<file path="src/rtl/usb_buf_pkg.sv">
// Shared defaults and types for the packet-aware USB endpoint buffer.
package usb_buf_pkg;

  localparam int USB_BUF_DATA_W = 8;
  localparam int USB_BUF_DEPTH  = 64;

  typedef struct packed {
    logic overflow;
    logic underflow;
    logic collision;
  } buf_err_t;

endpackage

</file>
<file path="src/rtl/usb_buf_mem.sv">
// DEPTH x DATA_W register array, one write port, read data taken straight from the array
// registers (the popped byte is captured into output flops by the parent). Storage is not reset.
module usb_buf_mem #(
  parameter int DATA_W = 8,
  parameter int DEPTH  = 64,
  localparam int AW    = $clog2(DEPTH)
) (
  input  logic              clk,
  input  logic              we,
  input  logic [AW-1:0]     waddr,
  input  logic [DATA_W-1:0] wdata,
  input  logic [AW-1:0]     raddr,
  output logic [DATA_W-1:0] rdata
);

  logic [DATA_W-1:0] mem_q [DEPTH];

  always_ff @(posedge clk) begin
    if (we) begin
      mem_q[waddr] <= wdata;
    end
  end

  assign rdata = mem_q[raddr];

endmodule

</file>
<file path="src/rtl/usb_pkt_buffer.sv">
// Packet-aware endpoint buffer: RX bytes stay pending until committed, aborted packets vanish.
// Pointers rd/cm/wr carry a wrap bit so all occupancy differences are exact modulo 2*DEPTH.
module usb_pkt_buffer
  import usb_buf_pkg::*;
#(
  parameter int DATA_W = USB_BUF_DATA_W,
  parameter int DEPTH  = USB_BUF_DEPTH,
  localparam int OCC_W = $clog2(DEPTH) + 1
) (
  input  logic              clk,
  input  logic              n_rst,
  input  logic              clear,
  input  logic              flush,
  input  logic              store_rx_packet_data,
  input  logic [DATA_W-1:0] rx_packet_data,
  input  logic              rx_commit,
  input  logic              rx_abort,
  input  logic              store_tx_data,
  input  logic [DATA_W-1:0] tx_data,
  input  logic              get_rx_data,
  input  logic              get_tx_packet_data,
  output logic [DATA_W-1:0] rx_data,
  output logic [DATA_W-1:0] tx_packet_data,
  output logic [OCC_W-1:0]  buffer_occupancy,
  output logic              full,
  output logic              empty,
  output logic              overflow,
  output logic              underflow,
  output logic              collision
);

  localparam int AW = OCC_W - 1;
  localparam logic [OCC_W-1:0] DEPTH_OCC = OCC_W'(DEPTH);

  logic [OCC_W-1:0]  rd_ptr_q, rd_ptr_d, cm_ptr_q, cm_ptr_d, wr_ptr_q, wr_ptr_d;
  logic              poison_q, poison_d;
  buf_err_t          err_q, err_d;
  logic [DATA_W-1:0] rx_data_q, rx_data_d, tx_data_q, tx_data_d;

  logic [OCC_W-1:0]  committed, pending, used, wr_next, cm_next;
  logic              pop_req, pop_ok, rx_fits, rx_drop;
  logic              mem_we;
  logic [DATA_W-1:0] mem_wdata, mem_rdata;

  usb_buf_mem #(
    .DATA_W (DATA_W),
    .DEPTH  (DEPTH)
  ) u_mem (
    .clk   (clk),
    .we    (mem_we),
    .waddr (wr_ptr_q[AW-1:0]),
    .wdata (mem_wdata),
    .raddr (rd_ptr_q[AW-1:0]),
    .rdata (mem_rdata)
  );

  always_comb begin
    rd_ptr_d  = rd_ptr_q;
    cm_ptr_d  = cm_ptr_q;
    wr_ptr_d  = wr_ptr_q;
    poison_d  = poison_q;
    err_d     = err_q;
    rx_data_d = rx_data_q;
    tx_data_d = tx_data_q;
    mem_we    = 1'b0;
    mem_wdata = rx_packet_data;
    rx_drop   = 1'b0;
    wr_next   = wr_ptr_q;
    cm_next   = cm_ptr_q;

    committed = cm_ptr_q - rd_ptr_q;
    pending   = wr_ptr_q - cm_ptr_q;
    used      = wr_ptr_q - rd_ptr_q;
    pop_req   = get_rx_data | get_tx_packet_data;
    pop_ok    = pop_req && (committed != '0);
    // A full buffer still takes an RX byte when a pop frees the slot this cycle.
    rx_fits   = (used != DEPTH_OCC) || pop_ok;

    if (clear || flush) begin
      rd_ptr_d  = '0;
      cm_ptr_d  = '0;
      wr_ptr_d  = '0;
      poison_d  = 1'b0;
      err_d     = '0;
      rx_data_d = '0;
      tx_data_d = '0;
    end else begin
      if (pop_ok) begin
        rd_ptr_d = rd_ptr_q + 1'b1;
        if (get_rx_data)        rx_data_d = mem_rdata;
        if (get_tx_packet_data) tx_data_d = mem_rdata;
      end else if (pop_req) begin
        err_d.underflow = 1'b1;
      end

      if (store_rx_packet_data) begin
        if (store_tx_data) err_d.collision = 1'b1;
        if (!rx_abort) begin
          if (rx_fits) begin
            mem_we  = 1'b1;
            wr_next = wr_ptr_q + 1'b1;
          end else begin
            err_d.overflow = 1'b1;
            rx_drop        = 1'b1;
          end
        end
      end else if (store_tx_data) begin
        if (pending != '0) begin
          err_d.collision = 1'b1;
        end else if (used == DEPTH_OCC) begin
          err_d.overflow = 1'b1;
        end else begin
          mem_we    = 1'b1;
          mem_wdata = tx_data;
          wr_next   = wr_ptr_q + 1'b1;
          cm_next   = cm_ptr_q + 1'b1;
        end
      end

      // A byte dropped in the commit cycle poisons the packet just as an earlier drop does.
      if (rx_abort || (rx_commit && (poison_q || rx_drop))) begin
        cm_ptr_d = cm_next;
        wr_ptr_d = cm_next;
        poison_d = 1'b0;
      end else if (rx_commit) begin
        cm_ptr_d = wr_next;
        wr_ptr_d = wr_next;
        poison_d = 1'b0;
      end else begin
        cm_ptr_d = cm_next;
        wr_ptr_d = wr_next;
        poison_d = poison_q | rx_drop;
      end
    end
  end

  always_ff @(posedge clk or negedge n_rst) begin
    if (!n_rst) begin
      rd_ptr_q  <= '0;
      cm_ptr_q  <= '0;
      wr_ptr_q  <= '0;
      poison_q  <= 1'b0;
      err_q     <= '0;
      rx_data_q <= '0;
      tx_data_q <= '0;
    end else begin
      rd_ptr_q  <= rd_ptr_d;
      cm_ptr_q  <= cm_ptr_d;
      wr_ptr_q  <= wr_ptr_d;
      poison_q  <= poison_d;
      err_q     <= err_d;
      rx_data_q <= rx_data_d;
      tx_data_q <= tx_data_d;
    end
  end

  assign rx_data          = rx_data_q;
  assign tx_packet_data   = tx_data_q;
  assign buffer_occupancy = cm_ptr_q - rd_ptr_q;
  assign full             = ((wr_ptr_q - rd_ptr_q) == DEPTH_OCC);
  assign empty            = (cm_ptr_q == rd_ptr_q);
  assign overflow         = err_q.overflow;
  assign underflow        = err_q.underflow;
  assign collision        = err_q.collision;

endmodule

</file>
<file path="config.mk">
export PLATFORM = sky130hd
export DESIGN_NAME = usb_pkt_buffer
export DESIGN_NICKNAME = d
export VERILOG_FILES = /design/src/rtl/usb_buf_pkg.sv /design/src/rtl/usb_buf_mem.sv /design/src/rtl/usb_pkt_buffer.sv
export SDC_FILE = /design/constraint.sdc
export NUM_CORES = 1
export LEC_CHECK = 0
export BUFFER_PORTS_ARGS = -buffer_cell sky130_fd_sc_hd__buf_2
export CORE_ASPECT_RATIO = 1.25
export CORE_MARGIN = 2
export CORE_UTILIZATION = 25
export CTS_CLUSTER_SIZE = 40
export DETAILED_ROUTE_END_ITERATION = 8
export GPL_TIMING_DRIVEN = 0
export SETUP_SLACK_MARGIN = 0.4
export SYNTH_ARGS = -nofsm -noshare
export SYNTH_HDL_FRONTEND = slang
export SYNTH_SLANG_ARGS = --single-unit
</file>
<file path="constraint.sdc">
create_clock -name clk -period 7.6 [get_ports clk]
set_input_delay 0.38 -clock clk [delete_from_list [all_inputs] [get_ports clk]]
set_output_delay 0.38 -clock clk [all_outputs]
set_load 0.01 [all_outputs]
</file>
[Word-level counts from Yosys, hierarchy flattened]
Memory sizes are Yosys's and may differ from the RTL's.
Cells that the tools add are included.
Cells by class
  bitwise logic cells: 2
  add/subtract/negate cells: 6
  equality and inequality tests: 7
  mux-type cells: 57
  reductions and logical operators: 21
Operators with widths (count)
  7-bit 2-to-1 mux: 17
  8-bit 2-to-1 mux: 11
  1-bit 2-to-1 mux: 28
  7-bit by 1-bit adder with 7-bit output, second input constant: 3
  7-bit subtractor: 3
  7-bit nonzero test: 2
  2-bit nonzero test: 5
  3-bit nonzero test: 3
  2-bit AND reduction: 4
  7-bit equality test: 1
  7-bit equality test, second input constant: 1
  7-bit != test, second input constant: 1
  3-bit by 2-bit != test with 1-bit output, second input constant: 2
  5-bit AND reduction: 1
  1-bit logical OR: 4
  3-bit 2-to-1 mux: 1
  3-bit != test, second input constant: 1
  1-bit logical AND: 2
  2-bit by 1-bit != test with 1-bit output, second input constant: 1
  1-bit OR: 2
Storage, ports and cells
  bits of input ports: 26
  register bits: 41
  word-level logic and storage cells: 103
  RAM bits: 512
  memories: 1
Memories
  u_mem.mem_q: words 64, bits a word 8, rd ports 1, clocked after Yosys merged registers in 0, write ports 1, line usb_buf_mem.sv:16  | logic [DATA_W-1:0] mem_q [DEPTH];

[Logic depth before layout (Yosys ltp)]
Gate-level depths: netlist of run 1.
  depth in word-level cells: 13
  depth in mapped cells: 14
  gate-level depth less buffers: 13

[Modules after synthesis]
Synthesis of run 1 repeated with hierarchy kept, for this count alone.
Unflattened totals
  cells, all modules: 1248
  area, all modules: 22988.3 um^2
Modules (own cells, without submodules)
  usb_buf_mem: times used 1, area an instance 20006.7 um^2, cells each 932
  usb_pkt_buffer: times used 1, area an instance 2981.6 um^2, cells each 316

[Least setup slack after synthesis of run 1]
No wires, ideal clock.
  kind: reg2reg
  from: register rd_ptr_q[1]
  to: memory u_mem.mem_q[62][0], enable pin
  path slack: 3441 ps
  required time: 7229 ps
  clock period less this slack: 4159 ps
  stages on the path, launching flop included: 14
  arrival: 3788 ps
  path through: dfrtp_1 clkbuf_1 clkbuf_1 inv_1 fa_1 a211oi_1 nor2_1 xor2_1 nor4_1 a31oi_2 o22ai_4 nor3_2 nand3_1 nor2_1
Between the ends
  cells in the longest elaborated chain, start to end: 10
  elaborated cells on any way between the ends: 16
  those cells by class: add/sub (2); eq/ne (2); mux (9); reduce/logical (3)
RTL lines
  start, declared: line usb_pkt_buffer.sv:35  | logic [OCC_W-1:0] rd_ptr_q, rd_ptr_d, cm_ptr_q, cm_ptr_d, wr_ptr_q, wr_ptr_d;
  start signal, assigned: line usb_pkt_buffer.sv:147  | rd_ptr_q <= rd_ptr_d;
  7-bit subtractor
  named net buffer_occupancy[4]: line usb_pkt_buffer.sv:24  | output logic [OCC_W-1:0] buffer_occupancy,
  7-bit nonzero test: line usb_pkt_buffer.sv:75  | pop_ok = pop_req && (committed != '0);
  1-bit logical AND: line usb_pkt_buffer.sv:75
  1-bit logical OR: line usb_pkt_buffer.sv:77  | rx_fits = (used != DEPTH_OCC) || pop_ok;
  1-bit 2-to-1 mux: line usb_pkt_buffer.sv:99  | if (rx_fits) begin
  1-bit 2-to-1 mux: line usb_pkt_buffer.sv:98  | if (!rx_abort) begin
  1-bit 2-to-1 mux: line usb_pkt_buffer.sv:96  | if (store_rx_packet_data) begin
  1-bit 2-to-1 mux: line usb_pkt_buffer.sv:79  | if (clear || flush) begin
  1-bit 2-to-1 mux: line usb_buf_mem.sv:19  | if (we) begin
  1-bit 2-to-1 mux (not written as such): line usb_buf_mem.sv:20  | mem_q[waddr] <= wdata;
  end, declared: line usb_buf_mem.sv:16
The timed path passes the listed nets, and every way through them passes these cells.

[Final worst setup path of run 1]
  from: register rd_ptr_q[1]
  to: memory u_mem.mem_q[37][4], enable pin
Between the ends
  cells in the longest elaborated chain, start to end: 10
  elaborated cells on any way between the ends: 16
  those cells by class: add/sub (2); eq/ne (2); mux (9); reduce/logical (3)
RTL lines
  7-bit subtractor: line usb_pkt_buffer.sv:71  | committed = cm_ptr_q - rd_ptr_q;
  7-bit nonzero test: line usb_pkt_buffer.sv:75
  1-bit logical AND: line usb_pkt_buffer.sv:75
  1-bit logical OR: line usb_pkt_buffer.sv:77
  1-bit 2-to-1 mux: line usb_pkt_buffer.sv:99
  1-bit 2-to-1 mux: line usb_pkt_buffer.sv:98
  1-bit 2-to-1 mux *: line usb_pkt_buffer.sv:96
  1-bit 2-to-1 mux *: line usb_pkt_buffer.sv:79
  1-bit 2-to-1 mux *: line usb_buf_mem.sv:19
  1-bit 2-to-1 mux (not written as such) *: line usb_buf_mem.sv:20
Mark *: on every way between the ends. The rest lies on a longest branch, timed or not.

==> results of run 1 <==
==> layout by cell type, fill, tap and decap left out, types with 4 or more instances in the layout <==
master        n
nand2b_1      5
edfxtp_1    512
nor4_1        6
clkinv_2     11
clkbuf_1     38
nand2_1      63
dfrtp_1      41
nand3_1      32
inv_1        19
buf_2        54
clkinv_1     10
nand3b_1      6
clkbuf_16    49
clkinv_4      4
nor2_1      102
mux2_2        6
a211oi_1      5
nand4_1       4
bufinv_16     7
clkinvlp_4    7
a21oi_1      18
ha_1         21
mux4_2      160
o21ai_0      15
nor3_1        4
buf_1        21
or3_1         4
mux2i_1      16
xor2_1        8
xnor2_1      22
==> timing repair <==
| item | in CTS | in global routing |
|---|---|---|
| hold buffers | 3 | 0 |
| endpoints found under the hold margin | 42 | 0 |
| gates resized for setup | 0 | 0 |
| endpoints found under the setup margin | 0 | 0 |
| setup buffers | 0 | 0 |
==> how the worst max path moves through the flow <==
stage	start	to	slack, ns	depth (start not counted)
2_1_floorplan	rd_ptr_q[1]$_DFFE_PN0P_	u_mem.mem_q[62][0]$_DFFE_PP_	3.44	13
3_3_place_gp	rd_ptr_q[1]$_DFFE_PN0P_	u_mem.mem_q[55][4]$_DFFE_PP_	1.13	13
3_5_place_dp	rd_ptr_q[1]$_DFFE_PN0P_	u_mem.mem_q[37][4]$_DFFE_PP_	1.08	13
4_1_cts	rd_ptr_q[1]$_DFFE_PN0P_	u_mem.mem_q[37][4]$_DFFE_PP_	0.95	13
5_1_grt	rd_ptr_q[1]$_DFFE_PN0P_	u_mem.mem_q[37][4]$_DFFE_PP_	0.71	13
6_report	rd_ptr_q[1]$_DFFE_PN0P_	u_mem.mem_q[37][4]$_DFFE_PP_	0.97	13
==> logic make-up after synthesis <==
logic type / after synthesis
compound gates: 54
fa+ha+maj: 22
flops: 553
mux: 185
xor+xnor: 30
buf+inv: 81
simple gates: 245
==> stage by stage <==
stage               total power [mW]  hold WS, ns  setup slack [ns]  std cells
global route                    6.57        0.100             0.708       2502
detailed placement              3.92        0.487              1.08       2410
global placement                3.91        0.484              1.13       2410
floorplan                       3.74       0.0844              3.44       1170
CTS                             6.43       0.0788             0.946       2502
finish                          6.38        0.101             0.967       2502
==> area by class of cell <==
class / instances / area, um2
Buffer: 58 / 223
Clock buffer: 52 / 1240
Clock inverter: 37 / 384
Fill cell: 8755 / 63700
Inverter: 23 / 86.3
Multi-Input combinational cell: 536 / 5880
Sequential cell: 553 / 16400
Tap cell: 1187 / 1490
Timing Repair Buffer: 56 / 295
==> power breakdown <==
group          total, mW  switching, mW  internal, mW  leakage (nW)
clock network       2.53           1.11          1.42         0.778
logic              0.489          0.287         0.202          2.09
registers           3.36         0.0125          3.34          5.16
total               6.38           1.41          4.97          8.03
==> registers in the layout (all words and copies together), names as in the netlist <==
register and flops:
collision 1, cm_ptr_q 7, underflow 1, overflow 1, rd_ptr_q 7, poison_q 1, tx_packet_data 8, rx_data 8
wr_ptr_q 7, u_mem.mem_q 512
==> per-layer routing <==
metal / GRT usage / routed length, um
met5: 0 / 0
met4: 0.0408 / 1720
met3: 0.0138 / 2500
met2: 0.212 / 29100
met1: 0.137 / 20900
==> worst max-delay path: cells and delay by family, from the launching register on <==
kind,cells,cell delay [ns]
buffers and inverters,3,1.40
and+or+nand+nor,3,2.13
DFF,1,0.47
adders and majority gates,1,0.51
xor gates and xnor gates,1,0.14
AOI/OAI and AO/OA,5,1.57
==> out/metrics.cfg, run 1 <==
[status]
status=finished clean

[floorplanning]
die_area_um2=92800
core_area_um2=89700
die_height_um=340
die_w_um=273
start_util=0.252
rows=123
ioPinCount=54

[yosys]
syn-num-nets=1218
synth_edf_count=512
ys_ff_latch=553
yosysMostFrequentCell=edfxtp_1
synth_mux_area_frac=0.171
synth_fa_ha_area_frac=0.0125
synth_common_cells=512 x edfxtp_1, 160 x mux4_2, 102 x nor2_1
seq_area_frac_synth=0.726
synth_cell_types=52
synth_cells=1170
synth_xor_area_frac=0.0116
postSynthAreaPerCell_um2=19.3
synth.top_cell.area_share=0.681
yosys.area_share.simple=0.0489
ys_warn_count=0
synth_compound_area_frac=0.0158
synth_area_leaders=edfxtp_1 68%, mux4_2 16%, dfrtp_1 4.5%, nor2_1 1.7%, ha_1 1.2%
syn_area_um2=22600
ys.flop_type=edfxtp_1
synth-async-reset-ratio=0.0741
synth_top_family_by_area=multiplexers
synth.largest_area_cell=edfxtp_1

[route]
drtIter0Drc=885
routed_wl_um=54300
wl_per_cell_um=21.7
viasPerCell=4.54
antenna_left=0
drt_pass1_iterations=5
vias=11300
drc_errors=0

[timing]
slew_headroom=0.0847
finalMaxSlewViolations=0
setup-violations-final=0
worst_slew_pin_slew_ns=1.37
fin_crit_sh=0.873
finalHoldViolations=0
rsz0062_at_grt=false
period_needed_ns=6.63
final.setup.tns_ns=0
fmax_ghz=0.151
fin_skew_ns=0.0154

[worst_setup_path]
rrSetupSlack_ns=0.97
slowest_delay_ns=1.05
slowest_stage=nor2_1
crit_chain=clkbuf_1 -> clkbuf_1 -> inv_1 -> fa_1 -> a211oi_1 -> o21ai_0 -> a21oi_1 -> xnor2_1 -> a31oi_2 -> o22ai_4 -> nor2_2 -> nand4b_1 -> nor2_1
r2r-start=rd_ptr_q[1]$_DFFE_PN0P_
regToRegEndpoint=u_mem.mem_q[37][4]$_DFFE_PP_
path_class=reg2reg
crit_arrival_ns=6.82
cp.required_ns=7.78
rr_worst_depth=13
worstPathMaxFanout=10
end_kind=register
crit_path_frequent_cell=clkbuf_1
start_kind=register

[finish]
drive_gt1_frac=0.239
post-route-util=0.290
fin_nets=1325
area_delta_synth_final_pct=15.1
antenna_cells=0
postLayoutCellArea_um2=26000

[global_route]
grt_max_degree=65
grt_pass1_wl_um=79500
antenna_found_initial=3
grtUsageTotal=0.115
grt_pass1_vias=11800
grt-ovfl-total=0

[clock_network]
clk_pin_slew_worst_paths_ns=0.07
clockBufferDepth=3
cts-htree-levels=2
numCtsBuffers=49
cts_tree=built
cts_num_sinks=553
clk_latency_ns=0.57
root_buffer=clkbuf_16

[worst_hold_path]
hold_depth=3
min-delay-start=store_tx_data
worstHoldEndpoint=collision$_DFFE_PN0P_
hp-class=in2reg

[pwr]
p_leak_nw=8.03
cellPowerDensity_nw_per_um2=245
irDropWorstVdd_uv=129

[placement]
io_buffers=53
dp_hpwl_um=36900
place_area_um2=24300
routabilityCongestion=0.867

[flow_run]
max_cap_viol_count=0

Power figures use the tool's default switching activity.
==> inputs of run 2 (changes only) <==
--- a/config.mk
+++ b/config.mk
@@ -5,6 +5,7 @@
 export SDC_FILE = /design/constraint.sdc
 export NUM_CORES = 1
 export LEC_CHECK = 0
+export ABC_AREA = 1
 export BUFFER_PORTS_ARGS = -buffer_cell sky130_fd_sc_hd__buf_2
 export CORE_ASPECT_RATIO = 1.25
 export CORE_MARGIN = 2
==> out/metrics.cfg, run 2 <==
[timing]
period_needed_ns=5.82
fin_crit_sh=0.765
worst_slew_pin_slew_ns=1.30
finalMaxSlewViolations=0
fmax_ghz=0.172
fin_skew_ns=0.0222
setup-violations-final=0
finalHoldViolations=0
worst_slack_ns=1.78
rsz0062_at_grt=false
final.setup.tns_ns=0
slew_headroom=0.134

[clock_network]
root_buffer=clkbuf_16
clk_latency_ns=0.60
cts_tree=built
clk_pin_slew_worst_paths_ns=0.07
numCtsBuffers=50
cts-htree-levels=2
clockBufferDepth=3
post-cts-setup-buffer-count=0
cts_num_sinks=553
cts_resized=0

[worst_setup_path]
path_class=reg2reg
start_kind=register
rrSetupSlack_ns=1.78
crit_start=rd_ptr_q[3]$_DFFE_PN0P_
cp.required_ns=7.80
rr_worst_depth=17
crit_arrival_ns=6.01
r2r-start=rd_ptr_q[3]$_DFFE_PN0P_
end_kind=register
worstPathMaxFanout=11

[worst_hold_path]
hp-class=in2reg
hold_depth=3
min-delay-start=store_tx_data

[pwr]
finalPower_mw=6.48
irDropWorstVdd_uv=204
p_leak_nw=9.31
cellPowerDensity_nw_per_um2=237

[finish]
fin_nets=2230
area_delta_synth_final_pct=14.5
regMostFlops=u_mem.mem_q
drive_gt1_frac=0.0833
final_cell_mix=512 x edfxtp_1, 379 x nor2_1, 276 x o21ai_0, 234 x nand2_1, 133 x nand3_1
final_common_cell=edfxtp_1
antenna_cells=0
largest_register_ff_count=512
post-route-util=0.289

[route]
vias=17700
wl_per_cell_um=23.5
drt_pass1_iterations=6
drtIter0Drc=2093
routed_wl_um=80700
drc_errors=0
antenna_left=0
viasPerCell=5.14

[yosys]
syn_area_um2=23800
yosysMostFrequentCell=edfxtp_1
synth-async-reset-ratio=0.0741
synth_cell_types=40
ys_ff_latch=553
ys.flop_type=edfxtp_1
seq_area_frac_synth=0.688
synth_cells=2069
postSynthAreaPerCell_um2=11.5
synth_edf_count=512
synth_common_cells=512 x edfxtp_1, 379 x nor2_1, 276 x o21ai_0
syn-num-nets=2117
synth.largest_area_cell=edfxtp_1
ys_warn_count=0
synth.top_cell.area_share=0.645
synth_area_leaders=edfxtp_1 64%, nor2_1 6.0%, o21ai_0 5.8%, dfrtp_1 4.3%, nand2_1 3.7%

[global_route]
grtUsageTotal=0.160
grt_pass1_vias=17000
grt_max_degree=65
grt_pass1_wl_um=115000
antenna_found_initial=2
grt-ovfl-total=0

[floorplanning]
die_area_um2=97900
die_height_um=349
ioPinCount=54
rows=126
start_util=0.253
core_area_um2=94400
die_w_um=280

[placement]
dp_hpwl_um=55900
io_buffers=53
routabilityCongestion=0.953
pre_cts_ws_ns=2.00

[status]
status=finished clean

[flow_run]
max_cap_viol_count=0

[run 2: power by group]
group | switching, mW | internal, mW
combinational | 0.522 | 0.169
clock | 1.13 | 1.30
sequential | 0.0161 | 3.34
[run 2: logic make-up (layout without fill, tap and decap cells)]
logic type | after synthesis | after routing | synth area share
and+or+nand+nor | 793 | 793 | 0.141
DFF | 553 | 553 | 0.688
AOI/OAI and AO/OA | 468 | 468 | 0.118
buffers and inverters | 218 | 370 | 0.0353
adders and majority gates | 22 | 22 | 0.0119
muxes | 8 | 8 | 0.00341
xor gates and xnor gates | 7 | 7 | 0.00257
[run 2: worst max-delay path: stages (launching register included)]
cell and delay (ns):
dfrtp_1 0.47, inv_1 0.15, clkbuf_1 0.72, buf_1 0.85, ha_1 0.46, nand2_1 0.11, nand2_1 0.06, nand2_1 0.09
nand3_1 0.08, nand2_1 0.08, nand2_2 0.07, nand3_4 0.13, nand2_4 0.10, nand2_4 0.12, nand3_4 0.11, a21oi_4 0.48
nand3_4 0.30, nor2_1 1.00
[run 2: per-stage QoR]
stage / hold slack [ns] / cell area, um2 / std cells
floorplan: 0.0844 / 23800 / 2069
global placement: 0.470 / 25600 / 3338
detailed placement: 0.473 / 25800 / 3345
CTS: 0.140 / 27300 / 3437
global route: 0.185 / 27300 / 3437
finish: 0.154 / 27300 / 3437
[run 2: metal layers]
layer	global-route usage	vias up	routed length, um
li1	-	7745	-
met1	0.189	8615	29600
met2	0.273	1024	38800
met3	0.0215	277	6530
met4	0.105	2	5730
met5	0	-	13
[run 2: final cells by class]
class | count | area (um2)
well taps | 1216 | 1520
repair buffers | 61 | 415
inverters | 98 | 368
flip-flops and latches | 553 | 16400
fillers | 9616 | 67100
plain buffers | 120 | 473
multi-input cells | 1298 | 6600
clock inverters | 25 | 165
clock buffers | 66 | 1360
[run 2: final timing paths]
path | to
worst min-delay path | collision$_DFFE_PN0P_
worst max-delay path | u_mem.mem_q[30][6]$_DFFE_PP_
max in group asynchronous | tx_packet_data[1]$_DFFE_PN0P_
min in group asynchronous | underflow$_DFFE_PN0P_
worst max register to register | u_mem.mem_q[30][6]$_DFFE_PP_
worst min register to register | tx_packet_data[6]$_DFFE_PN0P_
[run 2: repair_timing]
action / CTS / global route
hold endpoints to repair: 41 / 0
setup endpoints to repair: 0 / 0
hold buffers: 1 / 0
==> inputs of run 3 (changes only) <==
==> constraint.sdc (replaced) <==
create_clock -name clk -period 5.1 [get_ports clk]
set_input_delay 0.255 -clock clk [delete_from_list [all_inputs] [get_ports clk]]
set_output_delay 0.255 -clock clk [all_outputs]
set_load 0.01 [all_outputs]
==> out/metrics.cfg, run 3 (same netlist as run 2, synthesis figures left out) <==
[status]
status=finished clean

[finish]
final_cell_mix=512 x edfxtp_1, 315 x nor2_1, 276 x o21ai_0, 234 x nand2_1, 133 x nand3_1
postLayoutCellArea_um2=27600
fin_nets=2231
antenna_cells=0
regMostFlops=u_mem.mem_q
largest_register_ff_count=512
drive_gt1_frac=0.115
final_common_cell=edfxtp_1
area_delta_synth_final_pct=15.7

[pwr]
p_int_mw=7.17
switching_share=0.258
p_comb_frac=0.108
clkPwrFrac=0.374
p_leak_nw=9.34
irDropWorstVdd_uv=304
cellPowerDensity_nw_per_um2=350
finalPower_mw=9.66
p_seq_frac=0.518
p_switching_mw=2.49

[floorplanning]
die_area_um2=97900
core_area_um2=94400
die_w_um=280
ioPinCount=54
start_util=0.253
die_height_um=349
rows=126

[timing]
setup-violations-final=0
rsz0062_at_grt=false
fin_crit_sh=0.870
slew_headroom=0.291
final.setup.tns_ns=0
fin_skew_ns=0.0210
finalHoldViolations=0
fmax_ghz=0.225
worst_slew_pin_slew_ns=1.06
finalMaxSlewViolations=0
worst_slack_ns=0.662
period_needed_ns=4.44

[global_route]
antenna_found_initial=4
grtUsageTotal=0.161
grt_max_degree=65
grt_pass1_wl_um=115000
grt-ovfl-total=0
grt_pass1_vias=17000

[placement]
routabilityCongestion=0.953
dp_hpwl_um=55900
io_buffers=53
pre_cts_ws_ns=-0.504
place_area_um2=25800

[worst_setup_path]
path_class=reg2reg
rrSetupSlack_ns=0.66
crit_start=rd_ptr_q[2]$_DFFE_PN0P_
r2r-start=rd_ptr_q[2]$_DFFE_PN0P_
worstPathMaxFanout=11
start_kind=register
crit_arrival_ns=4.67
rr_worst_depth=19
crit_end=u_mem.mem_q[30][6]$_DFFE_PP_
regToRegEndpoint=u_mem.mem_q[30][6]$_DFFE_PP_
end_kind=register
cp.required_ns=5.33

[route]
viasPerCell=5.13
routed-wl-met2_um=38800
wl_per_cell_um=23.5
met3_length_um=6510
antenna_left=0
drtIter0Drc=2069
routed_wl_um=80800
drt_pass1_iterations=8
met1Wirelength_um=29600
vias=17700
routed.top_layer=met5
drc_errors=0

[worst_hold_path]
hp-class=in2reg

[clock_network]
root_buffer=clkbuf_16
cts-htree-levels=2
cts_tree=built
clockBufferDepth=3
clk_latency_ns=0.60
cts_num_sinks=553
numCtsBuffers=50
clk_pin_slew_worst_paths_ns=0.07

[flow_run]
max_cap_viol_count=0

[run 3: changes by cell type in the layout (fill, tap and decap cells not counted), moves of 3 or more]
cell	previous run	this run
clkbuf_1	113	109
nor2_2	2	49
nor2_1	379	315
clkbuf_2	0	3
nor2_4	1	18
[run 3: cell type report]
type	count	area [um2]
Fill cell	9593	66800
Tap cell	1216	1520
Multi-Input combinational cell	1298	6850
Sequential cell	553	16400
Inverter	98	370
Clock inverter	25	165
Clock buffer	66	1360
Timing Repair Buffer	62	435
Buffer	120	488
[run 3: stage by stage]
step	hold WS (ns)	utilization	instances
floorplan	-0.0406	-	2069
global placement	0.446	0.271	3338
detailed placement	0.445	0.273	3345
CTS	0.0151	0.291	3437
global route	0.0599	0.292	3438
finish	0.0261	0.292	3438
[run 3: worst min path at each step]
stage | slack (ns) | cells after the start | start | to
floorplan | -0.04 | 0 | n_rst | cm_ptr_q[0]$_DFF_PN0_
global placement | 0.45 | 1 | n_rst | poison_q$_DFF_PN0_
detailed placement | 0.44 | 1 | n_rst | poison_q$_DFF_PN0_
CTS | 0.02 | 3 | store_tx_data | collision$_DFFE_PN0P_
global route | 0.06 | 3 | store_tx_data | collision$_DFFE_PN0P_
finish | 0.03 | 3 | store_tx_data | collision$_DFFE_PN0P_
[run 3: what timing repair did]
action,4_1_cts,5_1_grt
pin swaps,0,1
buffers inserted,0,1
endpoints found under the hold margin,41,0
endpoints found under the setup margin,918,728
resized for setup,74,18
hold buffers,1,0
[run 3: power groups by stage]
stage	Clock, mW	Sequential (mW)	Combinational [mW]
6_report	3.62	5.00	1.04
5_1_grt	3.78	5.00	1.11
4_1_cts	3.63	5.00	1.01
3_5_place_dp	0	5.10	1.01
3_3_place_gp	0	5.11	0.985
2_1_floorplan	0	5.10	0.564
[run 3: worst max-delay path, cell delays in order, from the launching register on]
cell,delay (ns)
dfrtp_1,0.33
clkbuf_1,0.38
inv_1,0.14
clkbuf_2,0.29
clkbuf_2,0.39
ha_1,0.48
nand2_1,0.10
nand2_1,0.08
nand2_1,0.08
nand3_1,0.07
nand2_1,0.08
nand2_2,0.07
nand3_4,0.12
nand2_4,0.10
nand2_4,0.12
nand3_4,0.11
a21oi_4,0.19
buf_12,0.17
nand3_4,0.28
nor2_4,0.47
[run 3: metal layers]
layer / vias to the layer above / global-route usage
met4: 4 / 0.105
met2: 979 / 0.273
met1: 8643 / 0.188
met5: - / 0
li1: 7743 / -
met3: 283 / 0.0253
